**config.mk**
```make
export PLATFORM = sky130hd
export DESIGN_NAME = digital_clock_param
export DESIGN_NICKNAME = d
export VERILOG_FILES = /design/src/rtl/digital_clock_param.sv
export SDC_FILE = /design/constraint.sdc
export NUM_CORES = 1
export LEC_CHECK = 0
export CAP_MARGIN = 25
export CORE_MARGIN = 3
export CORE_UTILIZATION = 31
export DETAILED_ROUTE_END_ITERATION = 7
export GPL_ROUTABILITY_DRIVEN = 0
export GPL_TIMING_DRIVEN = 0
export SLEW_MARGIN = 10
export SYNTH_ARGS = -nofsm -noshare
export SYNTH_HDL_FRONTEND = slang
export SYNTH_SLANG_ARGS = --single-unit
```
**constraint.sdc**
```tcl
create_clock -name Clk_1sec -period 9.3 [get_ports Clk_1sec]
set_input_delay 1.86 -clock Clk_1sec [delete_from_list [all_inputs] [get_ports Clk_1sec]]
set_output_delay 1.86 -clock Clk_1sec [all_outputs]
set_load 0.005 [all_outputs]
```
**src/rtl/digital_clock_param.sv**
```systemverilog
// -----------------------------------------------------------------------------
// digital_clock_param
//   Time-of-day counter (HH:MM:SS) fed by a timebase tick. It has a tick
//   prescaler, a 12/24-hour display mapping, a synchronous time load with a
//   range check, a day-rollover pulse and an HH:MM alarm with auto-timeout.
//
// Parameters
//   TICKS_PER_SEC  tick_en pulses per one-second advance (>= 1)
//   ALARM_LEN      seconds the alarm stays active if not acknowledged (>= 1)
//
// Ports
//   Clk_1sec       in   clock, all logic on the rising edge
//   reset          in   synchronous active-high reset
//   tick_en        in   timebase tick
//   mode_12h       in   1 = 12-hour display, 0 = 24-hour display
//   set_en         in   one-cycle load strobe for set_hours/minutes/seconds
//   set_hours      in   load hour (0..23, 24 h format)
//   set_minutes    in   load minute (0..59)
//   set_seconds    in   load second (0..59)
//   alarm_en       in   alarm armed
//   alarm_hours    in   alarm hour (24 h format)
//   alarm_minutes  in   alarm minute
//   alarm_ack      in   clears an active alarm
//   seconds        out  0..59
//   minutes        out  0..59
//   hours          out  0..23 (24 h) or 1..12 (12 h)
//   pm             out  internal hour >= 12
//   day_tick       out  one-cycle pulse when the time reads 00:00:00 after rollover
//   alarm          out  alarm active level
//   set_err        out  one-cycle pulse after an out-of-range load
// -----------------------------------------------------------------------------
module digital_clock_param #(
  parameter int TICKS_PER_SEC = 1,
  parameter int ALARM_LEN     = 60
) (
  input  logic       Clk_1sec,
  input  logic       reset,
  input  logic       tick_en,
  input  logic       mode_12h,
  input  logic       set_en,
  input  logic [4:0] set_hours,
  input  logic [5:0] set_minutes,
  input  logic [5:0] set_seconds,
  input  logic       alarm_en,
  input  logic [4:0] alarm_hours,
  input  logic [5:0] alarm_minutes,
  input  logic       alarm_ack,
  output logic [5:0] seconds,
  output logic [5:0] minutes,
  output logic [4:0] hours,
  output logic       pm,
  output logic       day_tick,
  output logic       alarm,
  output logic       set_err
);

  // A prescaler of one tick still needs a 1-bit counter that simply stays 0.
  localparam int PW = (TICKS_PER_SEC > 1) ? $clog2(TICKS_PER_SEC) : 1;
  localparam int AW = $clog2(ALARM_LEN + 1);

  localparam logic [PW-1:0] PCNT_MAX   = PW'(TICKS_PER_SEC - 1);
  localparam logic [PW-1:0] PCNT_ONE   = PW'(1);
  localparam logic [PW-1:0] PCNT_ZERO  = PW'(0);
  localparam logic [AW-1:0] ACNT_LOAD  = AW'(ALARM_LEN);
  localparam logic [AW-1:0] ACNT_ONE   = AW'(1);
  localparam logic [AW-1:0] ACNT_ZERO  = AW'(0);

  // Load values are valid only when every field is a legal time of day.
  function automatic logic set_in_range(input logic [4:0] h,
                                        input logic [5:0] m,
                                        input logic [5:0] s);
    set_in_range = (h <= 5'd23) && (m <= 6'd59) && (s <= 6'd59);
  endfunction

  // An alarm setting outside the day never matches.
  function automatic logic alarm_in_range(input logic [4:0] h,
                                          input logic [5:0] m);
    alarm_in_range = (h <= 5'd23) && (m <= 6'd59);
  endfunction

  logic [5:0]    sec_r, sec_s;
  logic [5:0]    min_r, min_s;
  logic [4:0]    hr_r, hr_s;
  logic [PW-1:0] pcnt_r, pcnt_s;
  logic [AW-1:0] acnt_r, acnt_s;
  logic          alarm_r, alarm_s;
  logic          day_tick_r, day_tick_s;
  logic          set_err_r, set_err_s;
  logic          advance_s;
  logic          trigger_s;

  // Next-state: load has priority over tick; an invalid load freezes all state.
  always_comb begin
    sec_s      = sec_r;
    min_s      = min_r;
    hr_s       = hr_r;
    pcnt_s     = pcnt_r;
    acnt_s     = acnt_r;
    alarm_s    = alarm_r;
    day_tick_s = 1'b0;
    set_err_s  = 1'b0;
    advance_s  = 1'b0;
    trigger_s  = 1'b0;

    if (set_en) begin
      if (set_in_range(set_hours, set_minutes, set_seconds)) begin
        sec_s   = set_seconds;
        min_s   = set_minutes;
        hr_s    = set_hours;
        pcnt_s  = PCNT_ZERO;
        acnt_s  = ACNT_ZERO;
        alarm_s = 1'b0;
      end else begin
        set_err_s = 1'b1;
      end
    end else begin
      if (tick_en) begin
        if (pcnt_r == PCNT_MAX) begin
          pcnt_s    = PCNT_ZERO;
          advance_s = 1'b1;
        end else begin
          pcnt_s = pcnt_r + PCNT_ONE;
        end
      end else begin
        pcnt_s = pcnt_r;
      end

      if (advance_s) begin
        if (sec_r == 6'd59) begin
          sec_s = 6'd0;
          if (min_r == 6'd59) begin
            min_s = 6'd0;
            if (hr_r == 5'd23) begin
              hr_s       = 5'd0;
              day_tick_s = 1'b1;
            end else begin
              hr_s = hr_r + 5'd1;
            end
          end else begin
            min_s = min_r + 6'd1;
          end
        end else begin
          sec_s = sec_r + 6'd1;
        end
      end else begin
        sec_s = sec_r;
      end

      // Trigger compares against the time being entered on this edge.
      trigger_s = advance_s && alarm_en &&
                  alarm_in_range(alarm_hours, alarm_minutes) &&
                  (sec_s == 6'd0) && (min_s == alarm_minutes) &&
                  (hr_s == alarm_hours);

      // A trigger outranks ack on the same edge.
      if (trigger_s) begin
        alarm_s = 1'b1;
        acnt_s  = ACNT_LOAD;
      end else if (alarm_r) begin
        if (alarm_ack || !alarm_en) begin
          alarm_s = 1'b0;
          acnt_s  = ACNT_ZERO;
        end else if (advance_s) begin
          if (acnt_r <= ACNT_ONE) begin
            alarm_s = 1'b0;
            acnt_s  = ACNT_ZERO;
          end else begin
            acnt_s = acnt_r - ACNT_ONE;
          end
        end else begin
          acnt_s = acnt_r;
        end
      end else begin
        acnt_s = acnt_r;
      end
    end
  end

  // State registers with synchronous reset.
  always_ff @(posedge Clk_1sec) begin
    if (reset) begin
      sec_r      <= 6'd0;
      min_r      <= 6'd0;
      hr_r       <= 5'd0;
      pcnt_r     <= PCNT_ZERO;
      acnt_r     <= ACNT_ZERO;
      alarm_r    <= 1'b0;
      day_tick_r <= 1'b0;
      set_err_r  <= 1'b0;
    end else begin
      sec_r      <= sec_s;
      min_r      <= min_s;
      hr_r       <= hr_s;
      pcnt_r     <= pcnt_s;
      acnt_r     <= acnt_s;
      alarm_r    <= alarm_s;
      day_tick_r <= day_tick_s;
      set_err_r  <= set_err_s;
    end
  end

  // Display mapping: 12 h shows hour 0 as 12 and folds 13..23 down by 12.
  always_comb begin
    hours = hr_r;
    if (mode_12h) begin
      if (hr_r == 5'd0) begin
        hours = 5'd12;
      end else if (hr_r > 5'd12) begin
        hours = hr_r - 5'd12;
      end else begin
        hours = hr_r;
      end
    end else begin
      hours = hr_r;
    end
  end

  assign pm       = (hr_r >= 5'd12);
  assign seconds  = sec_r;
  assign minutes  = min_r;
  assign day_tick = day_tick_r;
  assign alarm    = alarm_r;
  assign set_err  = set_err_r;

endmodule
```
# [After elaboration in Yosys (flattened, before gate mapping)]
# Index checks and enable logic that the tools add are counted.
# W data, S select, Z words.
[op_classes] n_eq_ne=6 add_sub_neg=6 muxes=43 reduce_logical=19 bitwise=4 order_cmp=8
[ops] cell="$mux W6" count=18
[ops] cell="$mux W5" count=10
[ops] cell="$le A6 B6 Y1 const B" count=3
[ops] cell="$mux W1" count=15
[ops] cell="$add A6 B1 Y6 const B" count=2
[ops] cell="$eq A6 B6 Y1 const B" count=2
[ops] cell="$le A5 B5 Y1 const B" count=2
[ops] cell="$logic_and A1 B1 Y1" count=8
[ops] cell="$eq A6 B6 Y1" count=1
[ops] cell="$le A6 B1 Y1 const B" count=1
[ops] cell="$logic_not A6 Y1" count=1
[ops] cell="$sub A6 B1 Y6 const B" count=1
[ops] cell="$add A5 B1 Y5 const B" count=1
[ops] cell="$eq A5 B5 Y1" count=1
[ops] cell="$eq A5 B5 Y1 const B" count=1
[ops] cell="$ge A5 B4 Y1 const B" count=1
[ops] cell="$gt A5 B4 Y1 const B" count=1
[ops] cell="$logic_not A5 Y1" count=1
[ops] cell="$reduce_or A5 Y1" count=1
[ops] cell="$sub A5 B4 Y5 const B" count=1
[ops] cell="$not A1 Y1" count=4
[ops] cell="$reduce_bool A4 Y1" count=1
[ops] cell="$reduce_and A3 Y1" count=1
[ops] cell="$reduce_bool A3 Y1" count=1
[ops] cell="7 further kinds" count=7
[totals] reg_bits=27

# [Logic depth before layout (Yosys ltp)]
[depth] depth_word=11 depth_mapped=11 ltp_nobuf=10

# [Worst setup path before layout]
# OpenSTA, ideal clock, no wires.
[synth_timing] path_type="input-to-output" startpoint="input mode_12h" endpoint="output hours[4]" cell_stages=3 path_slack_ns=4.911 t_arrival_ns=2.529 path_buffers=0 path_cell_list="inv_1 -> or4_1 -> a21boi_0"
[synth_via] elab_chain_len=1
[synth_lines] item="start: declaration" line_no="39" rtl="input logic mode_12h,"
[synth_lines] item="$mux W5" line_no="205" rtl="if (mode_12h) begin"
[synth_lines] item="end: declaration" line_no="50" rtl="output logic [4:0] hours,"
# No other way between the ends.

# [Final worst setup path]
# Same ends and word-level chain as after synthesis.

==> out/results.tsv <==
metric	value	unit
status	finished, final reports clean	
#FFs+latches synth	26	
clk root buf	clkbuf_8	
post-placement cell count	514	
fin. max-slew vios	0	
Slew HR	54.6	%
reg-to-reg startpoint	seconds[0]$_SDFFE_PP0P_	
cts repair resizes	0	
PD cells	102	nW/um^2
diodes inserted	0	
Ys Warns	0	
slowest CP cell	clkdlybuf4s50_1	
initial antenna violation count	0	
syn nets	402	
unrepaired setup endpoints after global routing	false	
row cnt	32	
hold path startpoint	acnt_r[5]$_SDFFE_PP0P_	
core footprint	7930	um^2
first-pass GRT wire length	15000	um
htree depth	1	
Post-synth EDFFs	0	
Mapped Cells	358	
DR WL/cell	17.8	um
top cells by area, synth	dfxtp_1 20%, nand2_1 6.5%, o21ai_0 4.4%	
WS Path Type	primary input to output port	
HP Class	flop to flop	
CP Max Fanout	4	
initial detailed-routing violation count	265	
crit share post-route	58.4	%
post-CTS setup buffer count	0	
DP HPWL	6970	um
CP dominant cell by count	clkdlybuf4s50_1	
Synth Area in Compound Gates	27.1	%
Synth Area in XOR/XNOR	2.71	%
Clk Latency, worst-skew pair	290	ps
Startpoint Class	primary input	
layout cells sized above 1	5.53	%
top-area cell type share of the netlist area	20.1	%
port bufs	54	
max-cap violation count	0	
DRT antenna net count	0	
Final TNS setup	0	ps
CP peak stage delay	520	ps
cell chain of the critical path	clkdlybuf4s50_1 > inv_1 > or4_1 > a21boi_0 > clkdlybuf4s50_1	
die area	9480	um^2
io pins	56	
most frequent cells in the layout	54 x clkdlybuf4s50_1, 45 x nand2_1, 26 x nor2_1, 26 x dfxtp_1, 23 x o21ai_0	
dominant synthesized flop cell	dfxtp_1	
Synth Area per Inst	7.23	um^2
leakage	1.15	nW
adder-cell area share of the yosys netlist	4.35	%
fillcell total	849	
crit path from	mode_12h	
final setup margin	3870	ps
Synth async-reset ratio	0	%
pre-CTS WS	3870	ps
Crit. End Element	output port	
worst path bufs/invs	3	
die span in y	97.4	um
Synth area leader	dfxtp_1	
minimum clock period	5430	ps
# setup viols final	0	
Crit path max-delay family	buffers and inverters	
Distinct cells, synth	65	
Seq/Total Area, Yosys	20.1	%
total grt overflow	0	
Vias	3085	
Initial Utilization	32.6	%
simple-gate share of the synthesized area	37.7	%
Max IR drop VDD	0.0507	mV
filler-free cell count of the finished design	518	
commonest non-fill, non-tap cell in the layout	clkdlybuf4s50_1	
Fin. Hold Viols	0	
CTS tree	built	
die width	97.4	um
vias in the first global route	2806	
Max Fclk	184	MHz
CTS clock-pin slew for the worst setup and hold paths	110	ps
final net count	461	
largest net degree at the start of global routing	16	
# DRC	0	
Arrival @ worst endpoint	3570	ps
required time of the critical path	7440	ps
worst-case clock buffer depth	2	
Vias/cell	5.96	
CTS Buf Count	3	
largest family of logic cells by synthesized area	simple AND/OR/NAND/NOR gates	
cell area after synthesis	2590	um^2
CTS Hold Bufs	0	
total track usage	19.1	%
CTS sink cnt	26	
Routed Wire Length	9220	um
Clock Skews	2.49	ps
Pre-antenna DRT Iters	5	
multiplexer share of the synthesized area	1.64	%
Area Growth Syn to Fin	28.6	%
Worst-Margin Slew	680	ps
-- state kept, by name, summed over array words and instances (netlist names) --
signal / flops
alarm: 1
acnt_r: 6
set_err: 1
hr_r: 5
minutes: 6
seconds: 6
day_tick: 1
-- synth_stat cells (3+ instances only) --
cell / number
nand2_1: 45
dfxtp_1: 26
nor2_1: 26
o21ai_0: 23
a21oi_1: 18
clkbuf_1: 18
nor3_1: 14
inv_1: 12
nand3_1: 12
nor4_1: 11
a211oi_1: 10
and3_1: 10
nand2b_1: 10
ha_1: 9
a311oi_1: 8
nand4_1: 8
nand4b_1: 6
or4_1: 6
xnor2_1: 6
buf_2: 5
or3_1: 5
and2_1: 4
nor2b_1: 4
o22ai_1: 4
nor4b_1: 3
o211ai_1: 3
o32ai_1: 3
-- metrics by stage --
stage | util (%) | power (mW) | hold slack (ps) | area (um^2)
after floorplan | - | 0.185 | 464 | 2590
after global placement | 41.1 | 0.235 | 482 | 3260
after detailed placement | 41.1 | 0.236 | 486 | 3260
after CTS | 42.0 | 0.341 | 511 | 3330
after global routing | 42.0 | 0.355 | 541 | 3330
final | 42.0 | 0.339 | 509 | 3330
-- per-layer routing --
layer / wire [um] / up-vias / GRT usage [%] / share of wire (%)
met5: 0 / - / 0 / 0
met3: 688 / 9 / 2.80 / 7.5
li1: - / 1480 / - / -
met4: 71 / 0 / 3.30 / 0.77
met2: 4040 / 138 / 30.1 / 44
met1: 4420 / 1458 / 27.8 / 48
-- path summary, 6_finish.rpt --
| check | to | slack, ps | cells past startpoint |
|---|---|---|---|
| setup / recovery | hours[4] | 3870 | 5 |
| hold / removal | acnt_r[5]$_SDFFE_PP0P_ | 510 | 2 |
| setup reg to reg | acnt_r[1]$_SDFFE_PP0P_ | 5650 | 9 |
| hold reg to reg | acnt_r[5]$_SDFFE_PP0P_ | 510 | 2 |
-- power breakdown --
part | total, mW | switching [mW] | internal, mW
clock network | 0.104 | 0.0459 | 0.0579
logic | 0.111 | 0.0585 | 0.0522
registers | 0.124 | 0.00697 | 0.117
-- layout make-up --
class	instances	area [um^2]	area share (%)
Tap cell	102	128	3.84
Clock inverter	1	30.0	0.903
Timing Repair Buffer	54	541	16.2
Inverter	12	45.0	1.35
Multi-Input combinational cell	293	1900	57.2
Clock buffer	3	41.3	1.24
Sequential cell	26	520	15.6
Buffer	27	120	3.61
-- worst reg2reg max path: stages (launching register included) --
cell	delay (ps)
dfxtp_1	450
ha_1	180
buf_4	150
nand3b_1	340
nor4_1	660
mux2_2	430
a21oi_1	320
nor4bb_1	640
nor4_1	110
mux2_2	280
-- cells by family (layout without fill, tap and decap cells) --
logic type,after synthesis,count (layout)
compound gates,98,98
xor+xnor,8,8
fa+ha+maj,9,9
buf+inv,39,97
flops,26,26
mux,4,4
simple gates,174,174
No activity file was read; power rests on OpenSTA's default activity.
